File: src/rtl/host_link_framer_if.sv
// Read side of the upstream FIFO-style source and write side of the TX FIFO,
// bundled so the framer and its environment connect through one port.
interface host_link_framer_if;
    logic       in_rden;
    logic       in_rdempty;
    logic [7:0] in_rddata;
    logic       out_wren;
    logic       out_wrfull;
    logic [7:0] out_wrdata;

    // Framer side: pulls bytes upstream, pushes bytes downstream.
    modport master (
        output in_rden,
        input  in_rdempty,
        input  in_rddata,
        output out_wren,
        input  out_wrfull,
        output out_wrdata
    );

    // Environment side: upstream source and TX FIFO.
    modport slave (
        input  in_rden,
        output in_rdempty,
        output in_rddata,
        input  out_wren,
        output out_wrfull,
        input  out_wrdata
    );
endinterface

File: src/rtl/host_link_framer.sv
// Host link framer: wraps the arbiter byte stream into 0x7E-delimited frames
// with 0x7D/0x20 byte stuffing and a trailing CRC-8 (poly 0x07, init 0x00).
// Frames close after IDLE_CYC empty fetch cycles or after MAX_LEN payload
// bytes. With EN=0 bytes are forwarded verbatim.
module host_link_framer #(
    parameter int unsigned IDLE_CYC = 16,
    parameter int unsigned MAX_LEN  = 64
) (
    input  logic                       CLK,
    input  logic                       RESETn,
    input  logic                       EN,
    host_link_framer_if.master         bus,
    output logic                       frame_open,
    output logic [7:0]                 crc_o
);

    localparam logic [7:0] FLAG     = 8'h7E;
    localparam logic [7:0] ESC      = 8'h7D;
    localparam logic [7:0] ESC_XOR  = 8'h20;
    localparam logic [7:0] IDLE_LAST = 8'(IDLE_CYC - 1);
    localparam logic [7:0] LEN_MAX  = 8'(MAX_LEN);

    typedef enum logic [3:0] {
        ST_IDLE,
        ST_PASS,
        ST_SOF,
        ST_DATA,
        ST_DATA_ESC,
        ST_FETCH,
        ST_CRC,
        ST_CRC_ESC,
        ST_EOF
    } state_t;

    state_t     state;
    logic       alive;      // low for the first cycle after reset so strobes stay 0 in reset
    logic       rd_pend;    // a read was issued last cycle; in_rddata is valid now
    logic [7:0] hold;
    logic [7:0] crc;
    logic [7:0] len;
    logic [7:0] idle_cnt;

    logic [7:0] cur;
    logic       wr_req;
    logic [7:0] wr_byte;
    logic       wr_go;
    logic       rd_go;

    function automatic logic [7:0] crc8_next(input logic [7:0] c_in, input logic [7:0] d);
        logic [7:0] c;
        c = c_in ^ d;
        for (int unsigned i = 0; i < 8; i++) begin
            c = c[7] ? ((c << 1) ^ 8'h07) : (c << 1);
        end
        return c;
    endfunction

    function automatic logic needs_esc(input logic [7:0] b);
        return (b == FLAG) || (b == ESC);
    endfunction

    // Current payload byte: straight off the bus on its arrival cycle, else from the holding register.
    always_comb begin
        cur = rd_pend ? bus.in_rddata : hold;
    end

    // Per-state write request/byte and read strobe; writes are gated by TX FIFO full.
    always_comb begin
        wr_req  = 1'b0;
        wr_byte = '0;
        case (state)
            ST_PASS:     begin wr_req = 1'b1; wr_byte = cur; end
            ST_SOF:      begin wr_req = 1'b1; wr_byte = FLAG; end
            ST_DATA:     begin wr_req = 1'b1; wr_byte = needs_esc(cur) ? ESC : cur; end
            ST_DATA_ESC: begin wr_req = 1'b1; wr_byte = hold ^ ESC_XOR; end
            ST_CRC:      begin wr_req = 1'b1; wr_byte = needs_esc(crc) ? ESC : crc; end
            ST_CRC_ESC:  begin wr_req = 1'b1; wr_byte = crc ^ ESC_XOR; end
            ST_EOF:      begin wr_req = 1'b1; wr_byte = FLAG; end
            default:     begin wr_req = 1'b0; wr_byte = '0; end
        endcase
        wr_go = wr_req && !bus.out_wrfull;
        rd_go = alive && !rd_pend && !bus.in_rdempty &&
                ((state == ST_IDLE) || ((state == ST_FETCH) && (len != LEN_MAX)));
        bus.out_wren   = wr_go;
        bus.out_wrdata = wr_byte;
        bus.in_rden    = rd_go;
    end

    // Framing state machine with holding register, CRC, length and idle counters.
    always_ff @(posedge CLK or negedge RESETn) begin
        if (!RESETn) begin
            state      <= ST_IDLE;
            alive      <= 1'b0;
            rd_pend    <= 1'b0;
            hold       <= '0;
            crc        <= '0;
            len        <= '0;
            idle_cnt   <= '0;
            frame_open <= 1'b0;
            crc_o      <= '0;
        end else begin
            alive   <= 1'b1;
            rd_pend <= rd_go;
            if (rd_pend) begin
                hold <= bus.in_rddata;
            end
            case (state)
                ST_IDLE: begin
                    if (rd_go) begin
                        state <= EN ? ST_SOF : ST_PASS;
                    end
                end
                ST_PASS: begin
                    if (wr_go) begin
                        state <= ST_IDLE;
                    end
                end
                ST_SOF: begin
                    if (wr_go) begin
                        frame_open <= 1'b1;
                        crc        <= '0;
                        len        <= '0;
                        idle_cnt   <= '0;
                        state      <= ST_DATA;
                    end
                end
                ST_DATA: begin
                    if (wr_go) begin
                        crc   <= crc8_next(crc, cur);
                        len   <= len + 8'd1;
                        state <= needs_esc(cur) ? ST_DATA_ESC : ST_FETCH;
                    end
                end
                ST_DATA_ESC: begin
                    if (wr_go) begin
                        state <= ST_FETCH;
                    end
                end
                ST_FETCH: begin
                    if (len == LEN_MAX) begin
                        idle_cnt <= '0;
                        state    <= ST_CRC;
                    end else if (rd_go) begin
                        idle_cnt <= '0;
                        state    <= ST_DATA;
                    end else if (idle_cnt == IDLE_LAST) begin
                        idle_cnt <= '0;
                        state    <= ST_CRC;
                    end else begin
                        idle_cnt <= idle_cnt + 8'd1;
                    end
                end
                ST_CRC: begin
                    if (wr_go) begin
                        state <= needs_esc(crc) ? ST_CRC_ESC : ST_EOF;
                    end
                end
                ST_CRC_ESC: begin
                    if (wr_go) begin
                        state <= ST_EOF;
                    end
                end
                ST_EOF: begin
                    if (wr_go) begin
                        crc_o      <= crc;
                        frame_open <= 1'b0;
                        state      <= ST_IDLE;
                    end
                end
                default: state <= ST_IDLE;
            endcase
        end
    end

endmodule
File: src/flat_wrapper.sv
// flat-port wrapper written by rule: the top's interface ports become plain ports
module host_link_framer_flat 
#(
    parameter int unsigned IDLE_CYC = 16,
    parameter int unsigned MAX_LEN  = 64
)
  (CLK, RESETn, EN, frame_open, crc_o, bus_in_rden, bus_in_rdempty, bus_in_rddata, bus_out_wren, bus_out_wrfull, bus_out_wrdata);
  host_link_framer_if bus_i ();
  input  logic CLK;
  input  logic RESETn;
  input  logic EN;
  output logic frame_open;
  output logic [7:0] crc_o;
  output wire logic [$bits(bus_i.in_rden)-1:0] bus_in_rden;
  input wire logic [$bits(bus_i.in_rdempty)-1:0] bus_in_rdempty;
  input wire logic [$bits(bus_i.in_rddata)-1:0] bus_in_rddata;
  output wire logic [$bits(bus_i.out_wren)-1:0] bus_out_wren;
  input wire logic [$bits(bus_i.out_wrfull)-1:0] bus_out_wrfull;
  output wire logic [$bits(bus_i.out_wrdata)-1:0] bus_out_wrdata;
  assign bus_in_rden = bus_i.in_rden;
  assign bus_i.in_rdempty = bus_in_rdempty;
  assign bus_i.in_rddata = bus_in_rddata;
  assign bus_out_wren = bus_i.out_wren;
  assign bus_i.out_wrfull = bus_out_wrfull;
  assign bus_out_wrdata = bus_i.out_wrdata;
  host_link_framer #(.IDLE_CYC(IDLE_CYC), .MAX_LEN(MAX_LEN)) u_core (.CLK(CLK), .RESETn(RESETn), .EN(EN), .bus(bus_i), .frame_open(frame_open), .crc_o(crc_o));
endmodule
File: config.mk
export PLATFORM = sky130hd
export DESIGN_NAME = host_link_framer_flat
export DESIGN_NICKNAME = d
export VERILOG_FILES = /design/src/rtl/host_link_framer_if.sv /design/src/rtl/host_link_framer.sv /design/src/flat_wrapper.sv
export SDC_FILE = /design/constraint.sdc
export NUM_CORES = 1
export LEC_CHECK = 0
export BUFFER_PORTS_ARGS = -buffer_cell sky130_fd_sc_hd__buf_4
export CORE_UTILIZATION = 64
export CTS_CLUSTER_SIZE = 12
export DETAILED_ROUTE_END_ITERATION = 10
export GPL_ROUTABILITY_DRIVEN = 0
export PLACE_DENSITY = 0.86
export SLEW_MARGIN = 10
export SYNTH_ARGS = -nofsm -noshare
export SYNTH_HDL_FRONTEND = slang
export SYNTH_SLANG_ARGS = --single-unit
File: constraint.sdc
create_clock -name CLK -period 6.25 [get_ports CLK]
set_clock_uncertainty 0.2 [all_clocks]
set_input_delay 1.25 -clock CLK [delete_from_list [all_inputs] [get_ports CLK]]
set_output_delay 1.25 -clock CLK [all_outputs]
set_load 0.03 [all_outputs]
==> PnR_summary.wiki, run 1 <==
{| class="wikitable"
! Metric !! Value
|-
| Outcome || complete, but fails checks
|-
| Violated checks || DRC
|-
| CP max-delay cell || sky130_fd_sc_hd__dfrtp_1
|-
| Top_reg_cell synth || sky130_fd_sc_hd__dfrtp_1
|-
| Later-pin clock latency in the skew report || a little over 0.3 ns
|-
| Critical path's top delay family || flip-flops
|-
| Required arrival time at the worst endpoint || around 4.8 ns
|-
| Half-perimeter wire length after placement || roughly 4.8 mm
|-
| Detailed-route via count || 2,561
|-
| Mapped Nets || roughly 350
|-
| Die area || 5060 µm²
|-
| Residual DRC count || 5
|-
| Effective utilization at floorplan || 0.683
|-
| Number of cells on the worst hold path || 1
|-
| Final worst path period share || 0.646
|-
| Layout cells sized above 1 || 0.172
|-
| Post-layout instance area || about 3400 µm²
|-
| Avg Synthesized Cell Area || about 9.3 µm²
|-
| Largest net degree at the start of global routing || 48
|-
| Type of the tightest min-delay check || reg -> reg
|-
| Worst path arrival time || around 2.6 ns
|-
| Clock H-tree levels || 2
|-
| Clock-pin transition on the worst setup and hold timing paths || about 0.090 ns
|-
| CORE AREA || 4470 µm²
|-
| Hold-fix buffers, CTS || 0
|-
| Cell taking the most area after synthesis || sky130_fd_sc_hd__dfrtp_1
|-
| Clock tree root buffer cell || sky130_fd_sc_hd__clkbuf_8
|-
| Final setup violation count || 0
|-
| Flip-flop and latch count after synthesis || between 40 and 50
|-
| Height of the chip || around 71 µm
|-
| Die width || 71.1 µm
|-
| Max Clk Rate || ~0.25 GHz
|-
| Worst hold path startpoint || u_core.idle_cnt[2]$_DFFE_PN0P_
|-
| Average via count per standard cell || around 6.4
|-
| Maximum fanout count along the critical path || 24
|-
| Sequential share of the synthesized area || 0.385
|-
| Final number of max-transition violations || 0
|-
| Transition time at the pin with the least slew margin || around 0.81 ns
|-
| Most frequent standard cell in the layout excluding fill and tap cells || sky130_fd_sc_hd__dfrtp_1
|-
| Reg-to-reg startpoint || u_core.state[1]$_DFFE_PN0P_
|-
| Overflow after GRT || 0
|-
| First-pass GRT wire length || between 10 and 15 mm
|-
| Crit. End Element || primary output
|-
| Maximum buffer depth of the clock tree || 2
|-
| Number of sinks on the clock net || 47
|-
| Unrepaired setup endpoints after global routing || false
|-
| Routed length per instance || 16.6 µm
|-
| Top area cells in the synthesized netlist || sky130_fd_sc_hd__dfrtp_1, sky130_fd_sc_hd__mux2i_1, sky130_fd_sc_hd__xnor2_1
|-
| Min cycle time layout || between 4 and 5 ns
|-
| Layout Nets || about 360
|-
| Post CTS Setup Buffer Count || 0
|-
| Number of buffers created by CTS || 5
|-
| TritonCTS clock tree || built
|-
| Cell-by-cell listing of the critical path || nor2b_1, nand2b_1, a41oi_1, a22o_1, buf_4
|-
| Area Overhead vs Synth || 9.57%
|-
| Sink of the worst hold path || u_core.idle_cnt[2]$_DFFE_PN0P_
|-
| Setup crit start kind || flop
|-
| Slew margin rel. || 0.458
|-
| Boundary Pins || 32
|-
| Highest-count cells in the layout ignoring fill and taps || sky130_fd_sc_hd__dfrtp_1, sky130_fd_sc_hd__nor2_1, sky130_fd_sc_hd__buf_4
|-
| Number of cells upsized or downsized after cts || 0
|-
| Final-report hold violation count || 0
|-
| Diode insertion count for antenna repair || 0
|-
| Sum of buffers and inverters on the critical path || 1
|-
| Number of search-and-repair iterations in the first detailed-routing pass || 8
|-
| Worst-case reg-to-reg path depth || 5
|-
| Total cell area at the placement stage || approximately 3300 µm²
|-
| Total global-route track usage || 0.284
|-
| Class of the most critical setup path || reg -> out
|-
| Worst-case vdd ir drop || between 0.0003 and 0.0004 V
|-
| Largest stage delay, worst path || 0.87 ns
|-
| Count of antenna-violating nets left after detailed routing || 0
|-
| Worst hold slack after final layout || 0.309 ns
|-
| Worst R2R Setup Slack || 3.54 ns
|-
| Number of global-route vias before repair || about 2,400
|-
| Pwr per Cell Area || around 620 nW/µm²
|-
| Ys async rst share || 1.00
|-
| Gate count after technology mapping || between 300 and 400
|-
| Synth warnings || 0
|-
| Lkg Pwr || roughly 1.5 nW
|-
| Post-synthesis cell area || around 3100 µm²
|-
| I/O Buffers || 31
|-
| Antenna violations before repair || 0
|-
| Share of Yosys cell area claimed by the top area cell type || 0.385
|-
| Site Rows || 24
|-
| Aggregate routed wire length || 6.66 mm
|-
| Total negative slack for setup checks || 0 ns
|-
| Initial DRC count || 267
|-
| Max-cap violation count || 0
|-
| Count of cell types in the netlist || between 50 and 60
|-
| Worst reg2reg endpoint || u_core.crc[2]$_DFFE_PN0P_
|-
| EDFF count, synth || 0
|}
state kept, by name (all words and copies together) (netlist names):
signal	flops
u_core.frame_open	1
u_core.state	4
u_core.hold	8
u_core.len	8
u_core.crc_o	8
u_core.rd_pend	1
u_core.idle_cnt	8
u_core.crc	8
u_core.alive	1
kinds of logic after synthesis:
family,after synthesis,share of synthesized area
buffers and inverters,34,0.0466
other,1,0.00123
and+or+nand+nor,117,0.201
DFF,47,0.385
AOI/OAI and AO/OA,74,0.160
adders and majority gates,3,0.0123
muxes,27,0.0941
xor gates and xnor gates,27,0.100
worst register-to-register path: cells and delay by family (launching register included):
family        cells  cell delay [ns]
flops             1             0.88
simple gates      5             1.57
report_power, final:
| group | internal, W | switching (W) | total (W) |
|---|---|---|---|
| clock network | 0.0000783 | 0.000103 | 0.000182 |
| logic | 0.000603 | 0.000691 | 0.00129 |
| registers | 0.000414 | 0.000203 | 0.000617 |
routing by layer:
layer  up-vias  global-route usage  routed length (µm)
li1       1202                   -                   -
met1      1231               0.410                3000
met2       108               0.434                3080
met3        20              0.0570                 477
met4         0              0.0933                 116
met5         -                   0                   0
synthesized netlist by cell type, types with 2 or more instances:
cell type,count
sky130_fd_sc_hd__and3_1,7
sky130_fd_sc_hd__nand2b_1,8
sky130_fd_sc_hd__nand2_1,28
sky130_fd_sc_hd__a21oi_1,12
sky130_fd_sc_hd__buf_2,6
sky130_fd_sc_hd__buf_1,2
sky130_fd_sc_hd__nand4bb_1,2
sky130_fd_sc_hd__xor2_1,5
sky130_fd_sc_hd__a22o_1,4
sky130_fd_sc_hd__or3_1,4
sky130_fd_sc_hd__nor3_1,4
sky130_fd_sc_hd__clkbuf_1,11
sky130_fd_sc_hd__xnor2_2,2
sky130_fd_sc_hd__nand3_1,6
sky130_fd_sc_hd__o22ai_1,8
sky130_fd_sc_hd__dfrtp_1,47
sky130_fd_sc_hd__inv_1,14
sky130_fd_sc_hd__nor2b_1,5
sky130_fd_sc_hd__ha_1,3
sky130_fd_sc_hd__a32oi_1,6
sky130_fd_sc_hd__nor2_1,35
sky130_fd_sc_hd__xnor2_1,16
sky130_fd_sc_hd__mux2_2,11
sky130_fd_sc_hd__mux2i_1,15
sky130_fd_sc_hd__nand3b_1,2
sky130_fd_sc_hd__o221ai_1,2
sky130_fd_sc_hd__a21o_1,5
sky130_fd_sc_hd__xnor3_1,4
sky130_fd_sc_hd__or2_2,2
sky130_fd_sc_hd__o21ai_0,23
sky130_fd_sc_hd__nand4_1,4
sky130_fd_sc_hd__nor3b_1,4
through the flow:
step / worst slack (ns) / total power [W] / cells / util
after global routing: 2.05 / 0.00223 / 401 / 0.749
after global placement: 2.37 / 0.00186 / 393 / 0.730
final: 2.22 / 0.00209 / 401 / 0.749
after detailed placement: 2.31 / 0.00190 / 393 / 0.730
after CTS: 2.27 / 0.00209 / 401 / 0.749
after floorplan: 2.53 / 0.00159 / 330 / -
area by class of cell:
class,instances,area [µm²]
Multi-Input combinational cell,249,1740
Sequential cell,47,1180
Fill cell,340,1120
Timing Repair Buffer,31,233
Clock buffer,6,72.6
Tap cell,52,65.1
Inverter,14,52.6
Clock inverter,2,12.5
worst max-delay path by stage:
stage / from / to / cells past startpoint
final: u_core.state[0]$_DFFE_PN0P_ / bus_out_wrdata[7] / 5
after global routing: u_core.state[0]$_DFFE_PN0P_ / bus_out_wrdata[1] / 6
after detailed placement: bus_in_rddata[4] / bus_out_wrdata[1] / 7
after CTS: u_core.state[0]$_DFFE_PN0P_ / bus_out_wrdata[1] / 6
after floorplan: bus_in_rddata[0] / bus_out_wrdata[0] / 5
after global placement: bus_in_rddata[4] / bus_out_wrdata[1] / 7
Power figures use the tool's default switching activity.
==> run 2, diff against run 1 <==
--- a/config.mk
+++ b/config.mk
@@ -5,12 +5,13 @@
 export SDC_FILE = /design/constraint.sdc
 export NUM_CORES = 1
 export LEC_CHECK = 0
+export ABC_AREA = 1
 export BUFFER_PORTS_ARGS = -buffer_cell sky130_fd_sc_hd__buf_4
-export CORE_UTILIZATION = 64
+export CORE_UTILIZATION = 59
 export CTS_CLUSTER_SIZE = 12
 export DETAILED_ROUTE_END_ITERATION = 10
 export GPL_ROUTABILITY_DRIVEN = 0
-export PLACE_DENSITY = 0.86
+export PLACE_DENSITY = 0.8
 export SLEW_MARGIN = 10
 export SYNTH_ARGS = -nofsm -noshare
 export SYNTH_HDL_FRONTEND = slang
==> constraint.sdc (replaced) <==
create_clock -name CLK -period 3.9 [get_ports CLK]
set_clock_uncertainty 0.2 [all_clocks]
set_input_delay 0.78 -clock CLK [delete_from_list [all_inputs] [get_ports CLK]]
set_output_delay 0.78 -clock CLK [all_outputs]
set_load 0.03 [all_outputs]
==> PnR_summary.wiki, run 2 <==
{| class="wikitable"
! Metric !! Value
|-
| Filler cell count in the final layout || 413
|-
| Number of cells upsized or downsized after cts || 0
|-
| Clock tree root buffer cell || sky130_fd_sc_hd__clkbuf_8
|-
| Gate count after technology mapping || around 430
|-
| Slew margin rel. || 0.601
|-
| Lkg Pwr || 1.73 nW
|-
| Final setup violation count || 0
|-
| Worst-case vdd ir drop || roughly 0.00051 V
|-
| Unrepaired setup endpoints after global routing || false
|-
| Hold-fix buffers, CTS || 0
|-
| Sequential share of the synthesized area || 0.396
|-
| Die width || around 73 µm
|-
| First-pass GRT wire length || 12.3 mm
|-
| Cell taking the most area after synthesis || sky130_fd_sc_hd__dfrtp_1
|-
| Total global-route track usage || 0.306
|-
| CORE AREA || between 4000 and 5000 µm²
|-
| Transition time at the pin with the least slew margin || 0.598 ns
|-
| Synth warnings || 0
|-
| Later-pin clock latency in the skew report || about 0.30 ns
|-
| Number of search-and-repair iterations in the first detailed-routing pass || 5
|-
| Average via count per standard cell || 5.57
|-
| Post CTS Setup Buffer Count || 0
|-
| Worst reg2reg endpoint || u_core.crc[6]$_DFFE_PN0P_
|-
| Post-layout instance area || between 3000 and 4000 µm²
|-
| Crit. End Element || primary output
|-
| Top_reg_cell synth || sky130_fd_sc_hd__dfrtp_1
|-
| Core utilization of the finished layout || 0.700
|-
| EDFF count, synth || 0
|-
| Total negative slack for setup checks || 0 ns
|-
| Area of the multi-input gates || around 1500 µm²
|-
| Flip-flop and latch count after synthesis || 47
|-
| Clock H-tree levels || 2
|-
| Net switching component of the power || approximately 0.0015 W
|-
| Highest-count cells in the layout ignoring fill and taps || sky130_fd_sc_hd__nand2_1, sky130_fd_sc_hd__inv_1, sky130_fd_sc_hd__dfrtp_1
|-
| Pwr per Cell Area || between 800 and 900 nW/µm²
|-
| Net switching share of the total power || 0.520
|-
| I/O Buffers || 31
|-
| Antenna violations before repair || 0
|-
| Diode insertion count for antenna repair || 0
|-
| Layout Nets || around 480
|-
| Cell types with the highest counts after synthesis || sky130_fd_sc_hd__nand2_1, sky130_fd_sc_hd__inv_1, sky130_fd_sc_hd__dfrtp_1, sky130_fd_sc_hd__nand3_1, sky130_fd_sc_hd__o21ai_0
|-
| Die area || roughly 5300 µm²
|-
| Initial DRC count || roughly 210
|-
| Most frequent standard cell in the layout excluding fill and tap cells || sky130_fd_sc_hd__nand2_1
|-
| Boundary Pins || 32
|-
| Share of Yosys cell area claimed by the top area cell type || 0.396
|-
| Outcome || finished, final reports clean
|-
| Number of global-route vias before repair || around 2,700
|-
| Mapped Nets || between 400 and 500
|-
| Height of the chip || about 73 µm
|-
| Sequential fraction of design power || 0.280
|-
| Effective utilization at floorplan || 0.620
|-
| Aggregate routed wire length || about 7.4 mm
|-
| Area Overhead vs Synth || 13.0%
|-
| Detailed-route via count || about 2,900
|-
| Avg Synthesized Cell Area || 6.95 µm²
|-
| Max Clk Rate || 0.299 GHz
|-
| Number of buffers created by CTS || 5
|-
| TritonCTS clock tree || built
|-
| Maximum buffer depth of the clock tree || 2
|-
| Final worst path period share || 0.857
|-
| Number of sinks on the clock net || 47
|-
| FF/Latch Area || roughly 1200 µm²
|-
| Clock share of power || 0.121
|-
| Clock-pin transition on the worst setup and hold timing paths || about 0.090 ns
|-
| Count of antenna-violating nets left after detailed routing || 0
|-
| Final-report hold violation count || 0
|-
| Final number of max-transition violations || 0
|-
| Class of the most critical setup path || reg -> out
|-
| Count of non-filler cells in the finished layout || 527
|-
| Post-synthesis cell area || 2970 µm²
|-
| Half-perimeter wire length after placement || 5.55 mm
|-
| Count of cell types in the netlist || 36
|-
| Setup crit start kind || flop
|-
| Min cycle time layout || 3.34 ns
|-
| Maximum fanout count along the critical path || 13
|-
| Max-cap violation count || 0
|-
| Worst-case reg-to-reg path depth || 9
|-
| Type of the tightest min-delay check || in -> async
|-
| Required arrival time at the worst endpoint || ~2.9 ns
|-
| Total cell area at the placement stage || 3250 µm²
|-
| Worst R2R Setup Slack || 1.58 ns
|-
| Ys async rst share || 1.00
|-
| Residual DRC count || 0
|-
| Combinational power share || 0.598
|-
| Largest net degree at the start of global routing || 48
|-
| Internal power || around 0.0014 W
|-
| Worst hold slack after final layout || 0.271 ns
|-
| Worst path arrival time || roughly 2.4 ns
|-
| Site Rows || 25
|-
| Reg-to-reg startpoint || u_core.rd_pend$_DFF_PN0_
|-
| Top area cells in the synthesized netlist || sky130_fd_sc_hd__dfrtp_1, sky130_fd_sc_hd__nand2_1, sky130_fd_sc_hd__nand3_1
|-
| Most common cell in the netlist || sky130_fd_sc_hd__nand2_1
|-
| Cell count after placement || 520
|-
| Routed length per instance || 14.0 µm
|-
| Layout cells sized above 1 || 0.141
|-
| Overflow after GRT || 0
|}
==> run 2: how the worst max path moves through the flow <==
stage	startpoint	to	slack (ns)	cells after the start
detailed placement	u_core.rd_pend$_DFF_PN0_	bus_out_wrdata[0]	0.92	7
CTS	u_core.rd_pend$_DFF_PN0_	bus_out_wrdata[0]	0.58	7
finish	u_core.rd_pend$_DFF_PN0_	bus_out_wrdata[0]	0.56	7
global route	u_core.rd_pend$_DFF_PN0_	bus_out_wrdata[0]	0.42	7
global placement	u_core.rd_pend$_DFF_PN0_	bus_out_wrdata[0]	0.96	7
floorplan	bus_in_rdempty	bus_in_rden	1.04	3
==> run 2: cell type report <==
class	count	share of cell area
multi-input combinational	315	0.457
timing repair buffer	31	0.0694
tap	67	0.0250
inverter	60	0.0672
clock inverter	1	0.00896
clock buffer	6	0.0216
sequential	47	0.351
==> run 2: cells by family after synthesis <==
family                   Yosys count  share of synthesized area
AND/OR/NAND/NOR                  248                      0.372
buffers and inverters             65                     0.0873
AO/OA/AOI/OAI                     55                      0.104
flip-flops                        47                      0.396
XOR/XNOR                           8                     0.0262
adder cells (fa/ha/maj)            3                     0.0127
other                              1                    0.00126
==> run 2: power groups by stage <==
| stage | clock network (W) | logic, W | registers (W) |
|---|---|---|---|
| global route | 0.000372 | 0.00190 | 0.000830 |
| CTS | 0.000357 | 0.00170 | 0.000802 |
| floorplan | 0 | 0.00119 | 0.000836 |
| detailed placement | 0 | 0.00169 | 0.000808 |
| global placement | 0 | 0.00164 | 0.000804 |
| finish | 0.000348 | 0.00172 | 0.000806 |
==> run 2: layer usage <==
metal | wire length, µm | global-route usage | vias up | part of all wire
li1 | - | - | 1444 | -
met1 | 3170 | 0.403 | 1353 | 0.43
met2 | 3430 | 0.487 | 117 | 0.47
met3 | 578 | 0.0677 | 22 | 0.078
met4 | 192 | 0.131 | 0 | 0.026
met5 | 0 | 0 | - | 0
==> run 2: metrics by stage <==
step / power, W / setup slack [ns]
after floorplan: 0.00203 / 1.04
after global placement: 0.00245 / 0.964
after detailed placement: 0.00250 / 0.921
after CTS: 0.00286 / 0.576
after global routing: 0.00310 / 0.424
final: 0.00287 / 0.556
==> run 2: worst max-delay path, cell delays in order (launching register included) <==
cell and delay [ns]:
sky130_fd_sc_hd__dfrtp_1 0.62, sky130_fd_sc_hd__inv_1 0.30, sky130_fd_sc_hd__nand2_1 0.17, sky130_fd_sc_hd__nand2_1 0.15
sky130_fd_sc_hd__xor2_1 0.20, sky130_fd_sc_hd__nand3_1 0.17, sky130_fd_sc_hd__o211ai_1 0.25, sky130_fd_sc_hd__buf_4 0.20
==> run 3, diff against run 2 <==
--- a/config.mk
+++ b/config.mk
@@ -7,11 +7,13 @@
 export LEC_CHECK = 0
 export ABC_AREA = 1
 export BUFFER_PORTS_ARGS = -buffer_cell sky130_fd_sc_hd__buf_4
-export CORE_UTILIZATION = 59
+export CELL_PAD_IN_SITES_DETAIL_PLACEMENT = 0
+export CELL_PAD_IN_SITES_GLOBAL_PLACEMENT = 1
+export CORE_UTILIZATION = 42
 export CTS_CLUSTER_SIZE = 12
 export DETAILED_ROUTE_END_ITERATION = 10
 export GPL_ROUTABILITY_DRIVEN = 0
-export PLACE_DENSITY = 0.8
+export PLACE_DENSITY_LB_ADDON = 0.1
 export SLEW_MARGIN = 10
 export SYNTH_ARGS = -nofsm -noshare
 export SYNTH_HDL_FRONTEND = slang
==> PnR_summary.wiki, run 3 (same netlist as run 2, synthesis figures left out) <==
{| class="wikitable"
! Metric !! Value
|-
| Largest net degree at the start of global routing || 48
|-
| Site Rows || 30
|-
| Total global-route track usage || 0.224
|-
| Final worst path period share || 0.893
|-
| Class of the most critical setup path || reg -> out
|-
| Boundary Pins || 32
|-
| Aggregate routed wire length || between 7 and 8 mm
|-
| I/O Buffers || 31
|-
| Maximum fanout count along the critical path || 13
|-
| Total negative slack for setup checks || 0 ns
|-
| Clock-pin transition on the worst setup and hold timing paths || 0.09 ns
|-
| Clock tree root buffer cell || sky130_fd_sc_hd__clkbuf_8
|-
| Number of sinks on the clock net || 47
|-
| TritonCTS clock tree || built
|-
| Residual DRC count || 0
|-
| Outcome || finished, final reports clean
|-
| Antenna violations before repair || 0
|-
| Pwr per Cell Area || approximately 850 nW/µm²
|-
| First-pass GRT wire length || about 13 mm
|-
| Largest stage delay, worst path || approximately 0.65 ns
|-
| Lkg Pwr || around 1.7 nW
|-
| Worst-case vdd ir drop || approximately 0.0004 V
|-
| Max Clk Rate || 0.287 GHz
|-
| Min cycle time layout || about 3.5 ns
|-
| Final number of max-transition violations || 0
|-
| Number of global-route vias before repair || approximately 2,500
|-
| Worst-case reg-to-reg path depth || 12
|-
| Met3 wirelength from detailed routing || slightly above 400 µm
|-
| Crit. End Element || primary output
|-
| Worst path arrival time || 2.50 ns
|-
| Setup crit start kind || flop
|-
| Cell count after placement || ~550
|-
| CP max-delay cell || sky130_fd_sc_hd__dfrtp_1
|-
| Highest-count cells in the layout ignoring fill and taps || sky130_fd_sc_hd__nand2_1, sky130_fd_sc_hd__inv_1, sky130_fd_sc_hd__dfrtp_1
|-
| Count of non-filler cells in the finished layout || between 500 and 600
|-
| Post CTS Setup Buffer Count || 0
|-
| Later-pin clock latency in the skew report || roughly 0.3 ns
|-
| Die width || 86.0 µm
|-
| Slew margin rel. || 0.592
|-
| Initial DRC count || between 150 and 200
|-
| Most frequent standard cell in the layout excluding fill and tap cells || sky130_fd_sc_hd__nand2_1
|-
| Routed length per instance || roughly 14 µm
|-
| Effective utilization at floorplan || 0.437
|-
| Number of search-and-repair iterations in the first detailed-routing pass || 5
|-
| Reg-to-reg startpoint || u_core.rd_pend$_DFF_PN0_
|-
| Max-cap violation count || 0
|-
| Layout Nets || between 400 and 500
|-
| Type of the tightest min-delay check || in -> async
|-
| Maximum buffer depth of the clock tree || 2
|-
| Average via count per standard cell || 5.08
|-
| Diode insertion count for antenna repair || 0
|-
| Overflow after GRT || 0
|-
| Unrepaired setup endpoints after global routing || false
|-
| Transition time at the pin with the least slew margin || between 0.6 and 0.7 ns
|-
| Hold-fix buffers, CTS || 0
|-
| Area Overhead vs Synth || 14.2%
|-
| Crit-path most repeated cell || sky130_fd_sc_hd__nand2_1
|-
| Detailed-route wire length on metal 1 || a little under 4 mm
|-
| Count of antenna-violating nets left after detailed routing || 0
|-
| Worst reg2reg endpoint || u_core.crc[2]$_DFFE_PN0P_
|-
| Detailed-route via count || 2,824
|-
| CORE AREA || between 6000 and 7000 µm²
|-
| Highest signal layer in the routed design || met4
|-
| Number of cells upsized or downsized after cts || 0
|-
| Layout cells sized above 1 || 0.141
|-
| Die area || about 7400 µm²
|-
| Clock H-tree levels || 2
|-
| Height of the chip || 86.0 µm
|-
| Required arrival time at the worst endpoint || between 2 and 3 ns
|-
| Final setup violation count || 0
|-
| Final-report hold violation count || 0
|-
| Half-perimeter wire length after placement || between 5 and 6 mm
|-
| Number of buffers created by CTS || 5
|-
| Detail Route met2 WL || approximately 3.3 mm
|-
| Cell-by-cell listing of the critical path || inv_1, nand2_1, nand2_1, nor3_1, nand3_1, o211ai_1, buf_4
|-
| Worst R2R Setup Slack || 1.50 ns
|}
## run 3: cell counts in the layout (fill, tap and decap cells not counted)
Identical to the previous run, type by type.
## run 3: worst max-delay path by stage
| stage | start | slack, ns | end |
|---|---|---|---|
| after detailed placement | u_core.rd_pend$_DFF_PN0_ | 0.82 | bus_out_wrdata[0] |
| after CTS | u_core.rd_pend$_DFF_PN0_ | 0.44 | bus_out_wrdata[0] |
| after global placement | u_core.rd_pend$_DFF_PN0_ | 0.84 | bus_out_wrdata[0] |
| after global routing | u_core.rd_pend$_DFF_PN0_ | 0.29 | bus_out_wrdata[0] |
| final | u_core.rd_pend$_DFF_PN0_ | 0.42 | bus_out_wrdata[0] |
| after floorplan | bus_in_rdempty | 1.04 | bus_in_rden |
## run 3: cell type report
class | count | area [µm²]
clock buffers | 6 | 72.6
multi-input cells | 315 | 1530
well taps | 96 | 120
repair buffers | 31 | 233
clock inverters | 1 | 30.0
fillers | 682 | 3410
flip-flops and latches | 47 | 1180
inverters | 60 | 225
## run 3: worst max-delay path, delay by kind of cell, from the launching register on
kind | cells | cell delay (ns)
compound gates | 1 | 0.26
simple gates | 4 | 0.75
buf+inv | 2 | 0.53
flops | 1 | 0.65
## run 3: per-layer routing
layer | GRT usage | up-vias
met4 | 0.0561 | 0
met5 | 0 | -
met1 | 0.342 | 1302
li1 | - | 1442
met2 | 0.330 | 70
met3 | 0.0318 | 10
## run 3: where the power goes
part	total [W]	switching, W	internal, W
combinational	0.00172	0.00117	0.000545
clock	0.000353	0.000165	0.000188
sequential	0.000806	0.000159	0.000647
## run 3: through the flow
| stage | instance area, µm² | util | hold slack [ns] | setup slack, ns | total power (W) |
|---|---|---|---|---|---|
| after floorplan | 2970 | - | 0.279 | 1.04 | 0.00203 |
| after global placement | 3290 | 0.484 | 0.266 | 0.840 | 0.00251 |
| after detailed placement | 3290 | 0.484 | 0.277 | 0.815 | 0.00252 |
| after CTS | 3390 | 0.499 | 0.299 | 0.435 | 0.00288 |
| after global routing | 3390 | 0.499 | 0.314 | 0.294 | 0.00313 |
| final | 3390 | 0.499 | 0.283 | 0.416 | 0.00288 |
